File: config.mk
export PLATFORM = sky130hd
export DESIGN_NAME = mem_arbiter_ctrl_flat
export DESIGN_NICKNAME = d
export VERILOG_FILES = /design/src/rtl/mem_arbiter_ctrl_if.sv /design/src/rtl/mem_arbiter_ctrl.sv /design/src/flat_wrapper.sv
export SDC_FILE = /design/constraint.sdc
export NUM_CORES = 1
export LEC_CHECK = 0
export BUFFER_PORTS_ARGS = -buffer_cell sky130_fd_sc_hd__buf_4
export CAP_MARGIN = 20
export CORE_MARGIN = 2
export CORE_UTILIZATION = 38
export CTS_CLUSTER_DIAMETER = 50
export DETAILED_ROUTE_END_ITERATION = 8
export MAX_ROUTING_LAYER = met4
export PLACE_DENSITY = 0.56
export SYNTH_ARGS = -nofsm -noshare
export SYNTH_HDL_FRONTEND = slang
export SYNTH_SLANG_ARGS = --single-unit
File: constraint.sdc
create_clock -name clk_in -period 3.3 [get_ports clk_in]
set_clock_uncertainty 0.2 [all_clocks]
set_input_delay 0.165 -clock clk_in [delete_from_list [all_inputs] [get_ports clk_in]]
set_output_delay 0.165 -clock clk_in [all_outputs]
set_load 0.1 [all_outputs]
File: src/rtl/mem_arbiter_ctrl_if.sv
// Request, response and byte-wide RAM bundle for mem_arbiter_ctrl.
// The slave view is the controller; the master view is the requesters plus the RAM.
interface mem_arbiter_ctrl_if #(
    parameter int ADDR_W = 32
);
    logic              if_re;
    logic [ADDR_W-1:0] if_addr;
    logic [31:0]       if_rdata;
    logic              if_done;

    logic              ls_re;
    logic              ls_we;
    logic [ADDR_W-1:0] ls_addr;
    logic [2:0]        ls_len;
    logic [31:0]       ls_wdata;
    logic [31:0]       ls_rdata;
    logic              ls_done;

    logic              mc_busy;

    logic [7:0]        ram_din;
    logic [7:0]        ram_dout;
    logic [ADDR_W-1:0] ram_a;
    logic              ram_wr;

    modport master (
        output if_re, if_addr, ls_re, ls_we, ls_addr, ls_len, ls_wdata, ram_din,
        input  if_rdata, if_done, ls_rdata, ls_done, mc_busy, ram_dout, ram_a, ram_wr
    );

    modport slave (
        input  if_re, if_addr, ls_re, ls_we, ls_addr, ls_len, ls_wdata, ram_din,
        output if_rdata, if_done, ls_rdata, ls_done, mc_busy, ram_dout, ram_a, ram_wr
    );
endinterface

File: src/rtl/mem_arbiter_ctrl.sv
// Byte-wide RAM owner arbitrating fetch (port 1) and load/store (port 2) accesses.
// Define MC_RR_ARB_EN for round-robin tie breaking instead of fixed ls-over-if priority.
module mem_arbiter_ctrl #(
    parameter int ADDR_W  = 32,
    parameter int RAM_LAT = 1
) (
    input  logic              clk_in,
    input  logic              rst_in,
    input  logic              rdy_in,
    mem_arbiter_ctrl_if.slave bus
);
    typedef enum logic [1:0] {IDLE, READ, WRITE, DONE} state_t;

    if (RAM_LAT != 1) begin : g_bad_ram_lat
        $error("mem_arbiter_ctrl supports RAM_LAT == 1 only");
    end

    state_t            state_reg, state_next;
    logic [ADDR_W-1:0] addr_reg;
    logic [2:0]        len_reg;
    logic [3:0][7:0]   wdata_reg;
    logic              owner_ls_reg;
    logic              is_write_reg;
    logic [2:0]        issue_cnt_reg;
    logic [1:0]        cap_cnt_reg;
    logic              a_valid_reg;   // ram_a this cycle is a live read issue
    logic              d_valid_reg;   // ram_din this cycle belongs to byte cap_cnt_reg
    logic [ADDR_W-1:0] ram_a_reg;
    logic [7:0]        ram_dout_reg;
    logic              ram_wr_reg;
    logic [31:0]       if_hold_reg;
    logic [31:0]       ls_hold_reg;
    logic [31:0]       rbuf_word;

    logic              ls_req, grant_ls, start, req_write, last_capture;
    logic [ADDR_W-1:0] req_addr;
    logic [2:0]        req_len, ls_len_eff;

`ifdef MC_RR_ARB_EN
    logic              last_ls_reg;
`endif

    always_comb begin
        ls_req = bus.ls_re | bus.ls_we;
`ifdef MC_RR_ARB_EN
        grant_ls = ls_req & ~(bus.if_re & last_ls_reg);
`else
        grant_ls = ls_req;
`endif
        start     = ls_req | bus.if_re;
        req_write = grant_ls & bus.ls_we;
        req_addr  = grant_ls ? bus.ls_addr : bus.if_addr;
        case (bus.ls_len)
            3'd1:    ls_len_eff = 3'd1;
            3'd2:    ls_len_eff = 3'd2;
            3'd3:    ls_len_eff = 3'd3;
            default: ls_len_eff = 3'd4;
        endcase
        req_len      = grant_ls ? ls_len_eff : 3'd4;
        last_capture = d_valid_reg && ({1'b0, cap_cnt_reg} == len_reg - 3'd1);

        state_next = state_reg;
        if (rdy_in) begin
            case (state_reg)
                IDLE:    if (start) state_next = req_write ? WRITE : READ;
                READ:    if (last_capture) state_next = DONE;
                WRITE:   if (issue_cnt_reg >= len_reg) state_next = DONE;
                DONE:    state_next = IDLE;
                default: state_next = IDLE;
            endcase
        end
    end

    always_ff @(posedge clk_in) begin
        if (rst_in) begin
            state_reg     <= IDLE;
            addr_reg      <= '0;
            len_reg       <= '0;
            wdata_reg     <= '0;
            owner_ls_reg  <= 1'b0;
            is_write_reg  <= 1'b0;
            issue_cnt_reg <= '0;
            cap_cnt_reg   <= '0;
            a_valid_reg   <= 1'b0;
            d_valid_reg   <= 1'b0;
            ram_a_reg     <= '0;
            ram_dout_reg  <= '0;
            ram_wr_reg    <= 1'b0;
            if_hold_reg   <= '0;
            ls_hold_reg   <= '0;
        end else begin
            state_reg <= state_next;
            if (rdy_in) begin
                case (state_reg)
                    IDLE: if (start) begin
                        addr_reg      <= req_addr;
                        len_reg       <= req_len;
                        wdata_reg     <= bus.ls_wdata;
                        owner_ls_reg  <= grant_ls;
                        is_write_reg  <= req_write;
                        ram_a_reg     <= req_addr;
                        issue_cnt_reg <= 3'd1;
                        cap_cnt_reg   <= '0;
                        a_valid_reg   <= ~req_write;
                        d_valid_reg   <= 1'b0;
                        ram_wr_reg    <= req_write;
                        if (req_write) ram_dout_reg <= bus.ls_wdata[7:0];
                    end
                    READ: begin
                        if (d_valid_reg) cap_cnt_reg <= cap_cnt_reg + 2'd1;
                        d_valid_reg <= a_valid_reg;
                        if (issue_cnt_reg < len_reg) begin
                            ram_a_reg     <= addr_reg + ADDR_W'(issue_cnt_reg);
                            issue_cnt_reg <= issue_cnt_reg + 3'd1;
                            a_valid_reg   <= 1'b1;
                        end else begin
                            a_valid_reg <= 1'b0;
                        end
                    end
                    WRITE: begin
                        if (issue_cnt_reg < len_reg) begin
                            ram_a_reg     <= addr_reg + ADDR_W'(issue_cnt_reg);
                            ram_dout_reg  <= wdata_reg[issue_cnt_reg[1:0]];
                            issue_cnt_reg <= issue_cnt_reg + 3'd1;
                        end else begin
                            ram_wr_reg <= 1'b0;
                        end
                    end
                    DONE: if (!is_write_reg) begin
                        if (owner_ls_reg) ls_hold_reg <= rbuf_word;
                        else              if_hold_reg <= rbuf_word;
                    end
                    default: ;
                endcase
            end else if (state_reg == READ) begin
                // In-flight bytes are dropped; issue resumes at the first uncaptured byte.
                issue_cnt_reg <= {1'b0, cap_cnt_reg};
                a_valid_reg   <= 1'b0;
                d_valid_reg   <= 1'b0;
            end
        end
    end

`ifdef MC_RR_ARB_EN
    always_ff @(posedge clk_in) begin
        if (rst_in) begin
            last_ls_reg <= 1'b0;
        end else if (state_next == DONE && state_reg != DONE) begin
            last_ls_reg <= owner_ls_reg;
        end
    end
`endif

    genvar gi;
    generate
        for (gi = 0; gi < 4; gi++) begin : g_rbuf
            logic [7:0] byte_reg;
            always_ff @(posedge clk_in) begin
                if (rst_in) begin
                    byte_reg <= '0;
                end else if (rdy_in && state_reg == IDLE && start) begin
                    byte_reg <= '0;
                end else if (rdy_in && state_reg == READ && d_valid_reg && cap_cnt_reg == 2'(gi)) begin
                    byte_reg <= bus.ram_din;
                end
            end
            assign rbuf_word[8*gi +: 8] = byte_reg;
        end
    endgenerate

    assign bus.if_done  = (state_reg == DONE) && !owner_ls_reg && rdy_in;
    assign bus.ls_done  = (state_reg == DONE) &&  owner_ls_reg && rdy_in;
    assign bus.if_rdata = (state_reg == DONE && !owner_ls_reg && !is_write_reg) ? rbuf_word : if_hold_reg;
    assign bus.ls_rdata = (state_reg == DONE &&  owner_ls_reg && !is_write_reg) ? rbuf_word : ls_hold_reg;
    assign bus.mc_busy  = (state_reg != IDLE);
    assign bus.ram_a    = ram_a_reg;
    assign bus.ram_dout = ram_dout_reg;
    assign bus.ram_wr   = ram_wr_reg & rdy_in;
endmodule

File: src/flat_wrapper.sv
// flat-port wrapper written by rule: the top's interface ports become plain ports
module mem_arbiter_ctrl_flat 
#(
    parameter int ADDR_W  = 32,
    parameter int RAM_LAT = 1
)
  (clk_in, rst_in, rdy_in, bus_if_re, bus_if_addr, bus_ls_re, bus_ls_we, bus_ls_addr, bus_ls_len, bus_ls_wdata, bus_ram_din, bus_if_rdata, bus_if_done, bus_ls_rdata, bus_ls_done, bus_mc_busy, bus_ram_dout, bus_ram_a, bus_ram_wr);
  mem_arbiter_ctrl_if #(.ADDR_W(ADDR_W)) bus_i ();
  input  logic clk_in;
  input  logic rst_in;
  input  logic rdy_in;
  input wire logic [$bits(bus_i.if_re)-1:0] bus_if_re;
  input wire logic [$bits(bus_i.if_addr)-1:0] bus_if_addr;
  input wire logic [$bits(bus_i.ls_re)-1:0] bus_ls_re;
  input wire logic [$bits(bus_i.ls_we)-1:0] bus_ls_we;
  input wire logic [$bits(bus_i.ls_addr)-1:0] bus_ls_addr;
  input wire logic [$bits(bus_i.ls_len)-1:0] bus_ls_len;
  input wire logic [$bits(bus_i.ls_wdata)-1:0] bus_ls_wdata;
  input wire logic [$bits(bus_i.ram_din)-1:0] bus_ram_din;
  output wire logic [$bits(bus_i.if_rdata)-1:0] bus_if_rdata;
  output wire logic [$bits(bus_i.if_done)-1:0] bus_if_done;
  output wire logic [$bits(bus_i.ls_rdata)-1:0] bus_ls_rdata;
  output wire logic [$bits(bus_i.ls_done)-1:0] bus_ls_done;
  output wire logic [$bits(bus_i.mc_busy)-1:0] bus_mc_busy;
  output wire logic [$bits(bus_i.ram_dout)-1:0] bus_ram_dout;
  output wire logic [$bits(bus_i.ram_a)-1:0] bus_ram_a;
  output wire logic [$bits(bus_i.ram_wr)-1:0] bus_ram_wr;
  assign bus_i.if_re = bus_if_re;
  assign bus_i.if_addr = bus_if_addr;
  assign bus_i.ls_re = bus_ls_re;
  assign bus_i.ls_we = bus_ls_we;
  assign bus_i.ls_addr = bus_ls_addr;
  assign bus_i.ls_len = bus_ls_len;
  assign bus_i.ls_wdata = bus_ls_wdata;
  assign bus_i.ram_din = bus_ram_din;
  assign bus_if_rdata = bus_i.if_rdata;
  assign bus_if_done = bus_i.if_done;
  assign bus_ls_rdata = bus_i.ls_rdata;
  assign bus_ls_done = bus_i.ls_done;
  assign bus_mc_busy = bus_i.mc_busy;
  assign bus_ram_dout = bus_i.ram_dout;
  assign bus_ram_a = bus_i.ram_a;
  assign bus_ram_wr = bus_i.ram_wr;
  mem_arbiter_ctrl #(.ADDR_W(ADDR_W), .RAM_LAT(RAM_LAT)) u_core (.clk_in(clk_in), .rst_in(rst_in), .rdy_in(rdy_in), .bus(bus_i));
endmodule
==> results of run 1 <==
==> cells in the mapped netlist (3+ instances only) <==
library cell    n  area, µm²
and4_1          5      43.79
xor2_1         14      122.6
buf_2          16      80.08
o21ai_0        18      90.09
or4_1           4      30.03
a31oi_1         5      31.28
mux4_2          8      180.2
a21oi_1       167      835.8
o31ai_1         5      37.54
nor2_2          3      18.77
nor3_1         20      100.1
a22o_1          5      43.79
nand3_1        23      115.1
and3_1          6      37.54
o211ai_1        4      30.03
buf_1           6      22.52
xnor2_1        12      105.1
nand2_1       301       1130
a211oi_1       50      375.4
a21o_1          3      22.52
clkbuf_1       62      232.7
mux2i_1        40      400.4
a211o_1         4      35.03
inv_1          14      52.55
ha_1           17      212.7
nand4_1         6      37.54
buf_4           3      22.52
a22oi_1         3      22.52
and2_1         12      75.07
mux2_2         65      732.0
o22ai_1        13      81.33
nor4_1          6      37.54
dfxtp_1       215       4304
nor2_1         57      214.0
==> power by group <==
group / internal (mW) / switching, mW
registers: 2.79 / 0.163
clock network: 1.90 / 1.24
logic: 0.697 / 1.42
==> area by class of cell <==
class | instances | area (µm²) | share of cell area [%]
clock inverter | 17 | 206.4 | 1.443
inverter | 15 | 56.30 | 0.3937
tap | 341 | 426.7 | 2.983
clock buffer | 34 | 763.2 | 5.336
timing repair buffer | 361 | 3017 | 21.09
multi-input combinational | 909 | 5529 | 38.66
sequential | 215 | 4304 | 30.09
==> worst register-to-register path: stages, from the launching register on <==
cell	delay (ns)
dfxtp_1	0.35
inv_1	0.12
ha_1	0.42
nand2_1	0.25
or2_2	0.63
a22oi_1	0.31
dlygate4sd3_1	0.58
nor2_1	0.04
==> layout by cell type (no fill, tap or decap), drive strengths merged, types with 6 or more instances in the layout <==
cell type and n:
a211oi 50, a21oi 168, a31oi 6, and2 13, and3 6, buf 245, clkbuf 34, clkinv 7
dfxtp 215, dlygate4sd3 116, ha 17, inv 18, mux2 65, mux2i 40, mux4 8, nand2 302
nand3 23, nand4 7, nor2 60, nor3 20, nor4 7, o21ai 19, o22ai 14, xnor2 12
xor2 14
==> per-layer routing <==
| metal | vias up | routed length [µm] | track usage, % |
|---|---|---|---|
| li1 | 4901 | - | - |
| met1 | 4555 | 14490 | 30.01 |
| met2 | 239 | 14680 | 36.29 |
| met3 | 43 | 1201 | 2.703 |
| met4 | 0 | 617 | 5.097 |
| met5 | - | 0 | - |
==> through the flow <==
| step | setup WS, ns | total power [mW] | area [µm²] | util [%] |
|---|---|---|---|---|
| floorplan | 0.8916 | 4.426 | 10250 | - |
| global placement | 0.6424 | 4.970 | 12160 | 45.52 |
| detailed placement | 0.5051 | 4.984 | 12160 | 45.52 |
| CTS | 0.3168 | 8.262 | 14300 | 53.49 |
| global route | 0.06029 | 8.561 | 14300 | 53.52 |
| finish | 0.2664 | 8.207 | 14300 | 53.52 |
==> worst min path at each step <==
stage | cells after the start | startpoint | endpoint
CTS | 4 | bus_if_addr[19] | u_core.bus.ram_a[19]
global placement | 3 | bus_ls_len[0] | u_core.len_reg[0]
global route | 4 | bus_if_addr[12] | u_core.bus.ram_a[12]
finish | 4 | bus_if_addr[12] | u_core.bus.ram_a[12]
floorplan | 2 | bus_ls_wdata[0] | u_core.wdata_reg[0]
detailed placement | 3 | bus_ls_wdata[18] | u_core.wdata_reg[18]
==> cell families after synthesis <==
logic type / Yosys count / share of synthesized area (%)
AO/OA/AOI/OAI: 289 / 16.84
XOR/XNOR: 26 / 2.222
adder cells (fa/ha/maj): 18 / 2.271
buffers and inverters: 104 / 4.261
flip-flops: 215 / 42.00
multiplexers: 113 / 12.81
AND/OR/NAND/NOR: 463 / 19.61
==> impl_metrics.env, run 1 <==
export IMPL_diodes=0
export IMPL_cts_resized=0
export IMPL_synth_area_um2=10250
export IMPL_clock_sinks=215
export IMPL_seq_area_frac_synth_pct=42.00
export IMPL_critical_path_cell_chain="inv_1 -> ha_1 -> nand2_1 -> or2_2 -> a22oi_1 -> dlygate4sd3_1 -> nor2_1"
export IMPL_cts_buffers=28
export IMPL_critPathMaxFanout=37
export IMPL_cap_viol_max_count=0
export IMPL_cp_start_kind="flop"
export IMPL_hold_path_class="primary input to flop"
export IMPL_dp_cells=1724
export IMPL_whs_ns=0.009001
export IMPL_cts_tree="built"
export IMPL_grt_max_degree=81
export IMPL_crit_required_ns=3.51
export IMPL_grt_pass1_vias=9499
export IMPL_drv_slew=0
export IMPL_htreeDepth=1
export IMPL_cp_end_kind="flop"
export IMPL_path_class="flop to flop"
export IMPL_rr_worst_depth=7
export IMPL_synth_edff_count=0
export IMPL_clock_fmax_mhz=329.6
export IMPL_wl_per_cell_um=16.38
export IMPL_drt_total_wl_mm=30.99
export IMPL_grt_use_total_pct=22.38
export IMPL_crit_path_start="u_core.state_reg[0]"
export IMPL_finalNonFillerCells=1892
export IMPL_drc=0
export IMPL_r2r_end="u_core.len_reg[0]"
export IMPL_setup_tns_final_ns=0
export IMPL_portBuffers=220
export IMPL_arrival_ns=3.24
export IMPL_synth_area_per_cell_um2=8.346
export IMPL_post_cts_buffers=0
export IMPL_synth_top_flop_cell="dfxtp_1"
export IMPL_area_growth_synth_to_final_pct=39.56
export IMPL_min_period_over_period_pct=91.93
export IMPL_rows=60
export IMPL_rsz0062_at_grt="no"
export IMPL_crit_family="simple AND/OR/NAND/NOR gates"
export IMPL_path_buf_inv=2
export IMPL_gp_congestion=0.8472
export IMPL_grt_overflow=0
export IMPL_finalCriticalPeriod_ns=3.034
export IMPL_vias=9738
export IMPL_reg2reg_slack_ns=0.27
export IMPL_final_nets=1661
export IMPL_ios=221
export IMPL_grt_pass1_wl_mm=50.60
export IMPL_hold_viol=0
export IMPL_vias_per_cell=5.147
export IMPL_tightest_slew_ns=0.9081
export IMPL_p_per_area_nw_per_um2=573.8
export IMPL_dp_hpwl_mm=20.77
export IMPL_slew_headroom_pct=39.46
export IMPL_path_clk_slew_ns=0.06
export IMPL_crit_path_end="u_core.len_reg[0]"
export IMPL_drtPass1Iterations=5
export IMPL_synth_distinct_cells=64
export IMPL_first_iter_violations=593
export IMPL_die_w_um=168.2
export IMPL_drive_gt1_share_pct=24.89
export IMPL_dieArea_um2=28300
export IMPL_antenna_found_initial=0
export IMPL_ir_worst_vdd_v=0.0003597
export IMPL_syn_inst=1228
export IMPL_synthArstFlopShare_pct=0
export IMPL_clockBufferDepth=3
export IMPL_setup_viol=0
export IMPL_nFillCells=2541
export IMPL_coreArea_um2=26730
export IMPL_power_leakage_nw=5.610
export IMPL_root_buffer="clkbuf_16"
export IMPL_drtAntennaViolNets=0
export IMPL_die_y_um=168.2
export IMPL_clkLatencyLatePin_ns=0.54
export IMPL_synth_warnings=0
export IMPL_crit_path_top_delay_cell="or2_2"
export IMPL_synth_seq_cells=215
export IMPL_slowest_delay_ns=0.63
export IMPL_outcome="completed"
export IMPL_start_util_pct=38.35
export IMPL_synth_fp_nets=1359
export IMPL_hold_buffers=116
export IMPL_worst_path_stages=7
export IMPL_r2r_start="u_core.state_reg[0]"
Note: power is estimated with default switching activity, not from simulation.
==> run 2, diff against run 1 <==
Settings changed: CTS_BUF_LIST set to sky130_fd_sc_hd__clkbuf_16.
==> impl_metrics.env, run 2 (same netlist as run 1, synthesis figures left out) <==
export IMPL_arrival_ns=3.22
export IMPL_diodes=0
export IMPL_use_met2_pct=36.29
export IMPL_coreArea_um2=26730
export IMPL_portBuffers=220
export IMPL_drv_slew=0
export IMPL_finalCriticalPeriod_ns=3.015
export IMPL_outcome="completed"
export IMPL_post_cts_buffers=0
export IMPL_clkLatencyLatePin_ns=0.54
export IMPL_drive_gt1_share_pct=24.63
export IMPL_vias_per_cell=5.138
export IMPL_wl_per_cell_um=16.33
export IMPL_reg2reg_slack_ns=0.29
export IMPL_tightest_slew_ns=0.8998
export IMPL_cts_tree="built"
export IMPL_rsz0062_at_grt="no"
export IMPL_ir_worst_vdd_v=0.0003588
export IMPL_hold_path_class="primary input to flop"
export IMPL_final_common_cell="nand2_1"
export IMPL_grt_max_degree=81
export IMPL_drtAntennaViolNets=0
export IMPL_die_y_um=168.2
export IMPL_clock_sinks=215
export IMPL_first_iter_violations=575
export IMPL_grt_overflow=0
export IMPL_place_ws_ns=0.5051
export IMPL_min_period_over_period_pct=91.36
export IMPL_path_clk_slew_ns=0.06
export IMPL_use_met1_pct=29.92
export IMPL_critical_path_cell_chain="inv_1 -> ha_1 -> nand2_1 -> or2_2 -> a22oi_1 -> dlygate4sd3_1 -> nor2_1"
export IMPL_gr_max_usage_layer="met2"
export IMPL_die_w_um=168.2
export IMPL_crit_path_top_delay_cell="or2_2"
export IMPL_dp_hpwl_mm=20.77
export IMPL_hold_viol=0
export IMPL_drc=0
export IMPL_drt_total_wl_mm=30.90
export IMPL_finalPower_mw=8.096
export IMPL_rr_worst_depth=7
export IMPL_mostFrequentLayoutCells="nand2_1 (301), buf_4 (243), dfxtp_1 (215)"
export IMPL_vias=9722
export IMPL_setup_viol=0
export IMPL_grt_pass1_vias=9499
export IMPL_power_leakage_nw=5.596
export IMPL_gp_congestion=0.8472
export IMPL_cts_buffers=28
export IMPL_area_growth_synth_to_final_pct=39.16
export IMPL_cts_resized=0
export IMPL_final_nets=1661
export IMPL_hold_path_depth=4
export IMPL_root_buffer="clkbuf_16"
export IMPL_clock_fmax_mhz=331.7
export IMPL_p_per_area_nw_per_um2=567.7
export IMPL_post_route_util_pct=53.37
export IMPL_rows=60
export IMPL_crit_required_ns=3.51
export IMPL_drtPass1Iterations=5
export IMPL_slowest_delay_ns=0.62
export IMPL_cp_start_kind="flop"
export IMPL_cp_end_kind="flop"
export IMPL_start_util_pct=38.35
export IMPL_critPathMaxFanout=37
export IMPL_path_class="flop to flop"
export IMPL_dieArea_um2=28300
export IMPL_clockBufferDepth=3
export IMPL_cap_viol_max_count=0
export IMPL_grt_use_total_pct=22.35
export IMPL_ios=221
export IMPL_slew_headroom_pct=40.01
export IMPL_grt_pass1_wl_mm=50.57
export IMPL_fin_ws_ns=0.2850
export IMPL_met3_usage_pct=2.727
export IMPL_htreeDepth=1
export IMPL_setup_tns_final_ns=0
export IMPL_antenna_found_initial=0
==> run 2: layout make-up <==
| class | instances | area (µm²) |
|---|---|---|
| Clock inverter | 23 | 229.0 |
| Sequential cell | 215 | 4304 |
| Timing Repair Buffer | 361 | 3017 |
| Tap cell | 341 | 426.7 |
| Fill cell | 2542 | 12460 |
| Clock buffer | 28 | 700.7 |
| Multi-Input combinational cell | 909 | 5529 |
| Inverter | 15 | 56.30 |
==> run 2: timing repair <==
| item | CTS | global route |
|---|---|---|
| endpoints found under the setup margin | 0 | 0 |
| endpoints found under the hold margin | 140 | 0 |
| hold buffers | 116 | 0 |
==> run 2: final timing paths <==
check / start / end
min: bus_if_addr[19] / u_core.bus.ram_a[19]
max: u_core.state_reg[0] / u_core.len_reg[0]
min reg2reg: u_core.wdata_reg[11] / u_core.wdata_reg[11]
max reg2reg: u_core.state_reg[0] / u_core.len_reg[0]
==> run 2: critical path: cells and delay by family, from the launching register on <==
family                     cells  cell delay, ns
and+or+nand+nor                3            0.91
AOI/OAI and AO/OA              1            0.29
DFF                            1            0.35
adders and majority gates      1            0.42
buffers and inverters          2            0.70
==> run 2: routing by layer <==
layer | routed length, µm | vias to the layer above | share of wire (%)
met5 | 0 | - | 0
met1 | 14380 | 4540 | 47
met3 | 1279 | 43 | 4.1
li1 | - | 4907 | -
met4 | 617 | 0 | 2.0
met2 | 14620 | 232 | 47
==> run 2: where the power goes <==
part	internal, mW	switching, mW
combinational	0.697	1.41
sequential	2.79	0.162
clock	1.80	1.23
==> run 2: through the flow <==
stage | cells | area (µm²) | hold slack [ns]
after floorplan | 1228 | 10250 | 0.1010
after global placement | 1724 | 12160 | 0.2168
after detailed placement | 1724 | 12160 | 0.2215
after CTS | 1891 | 14250 | 0.004501
after global routing | 1892 | 14260 | 0.03980
final | 1892 | 14260 | 0.008661
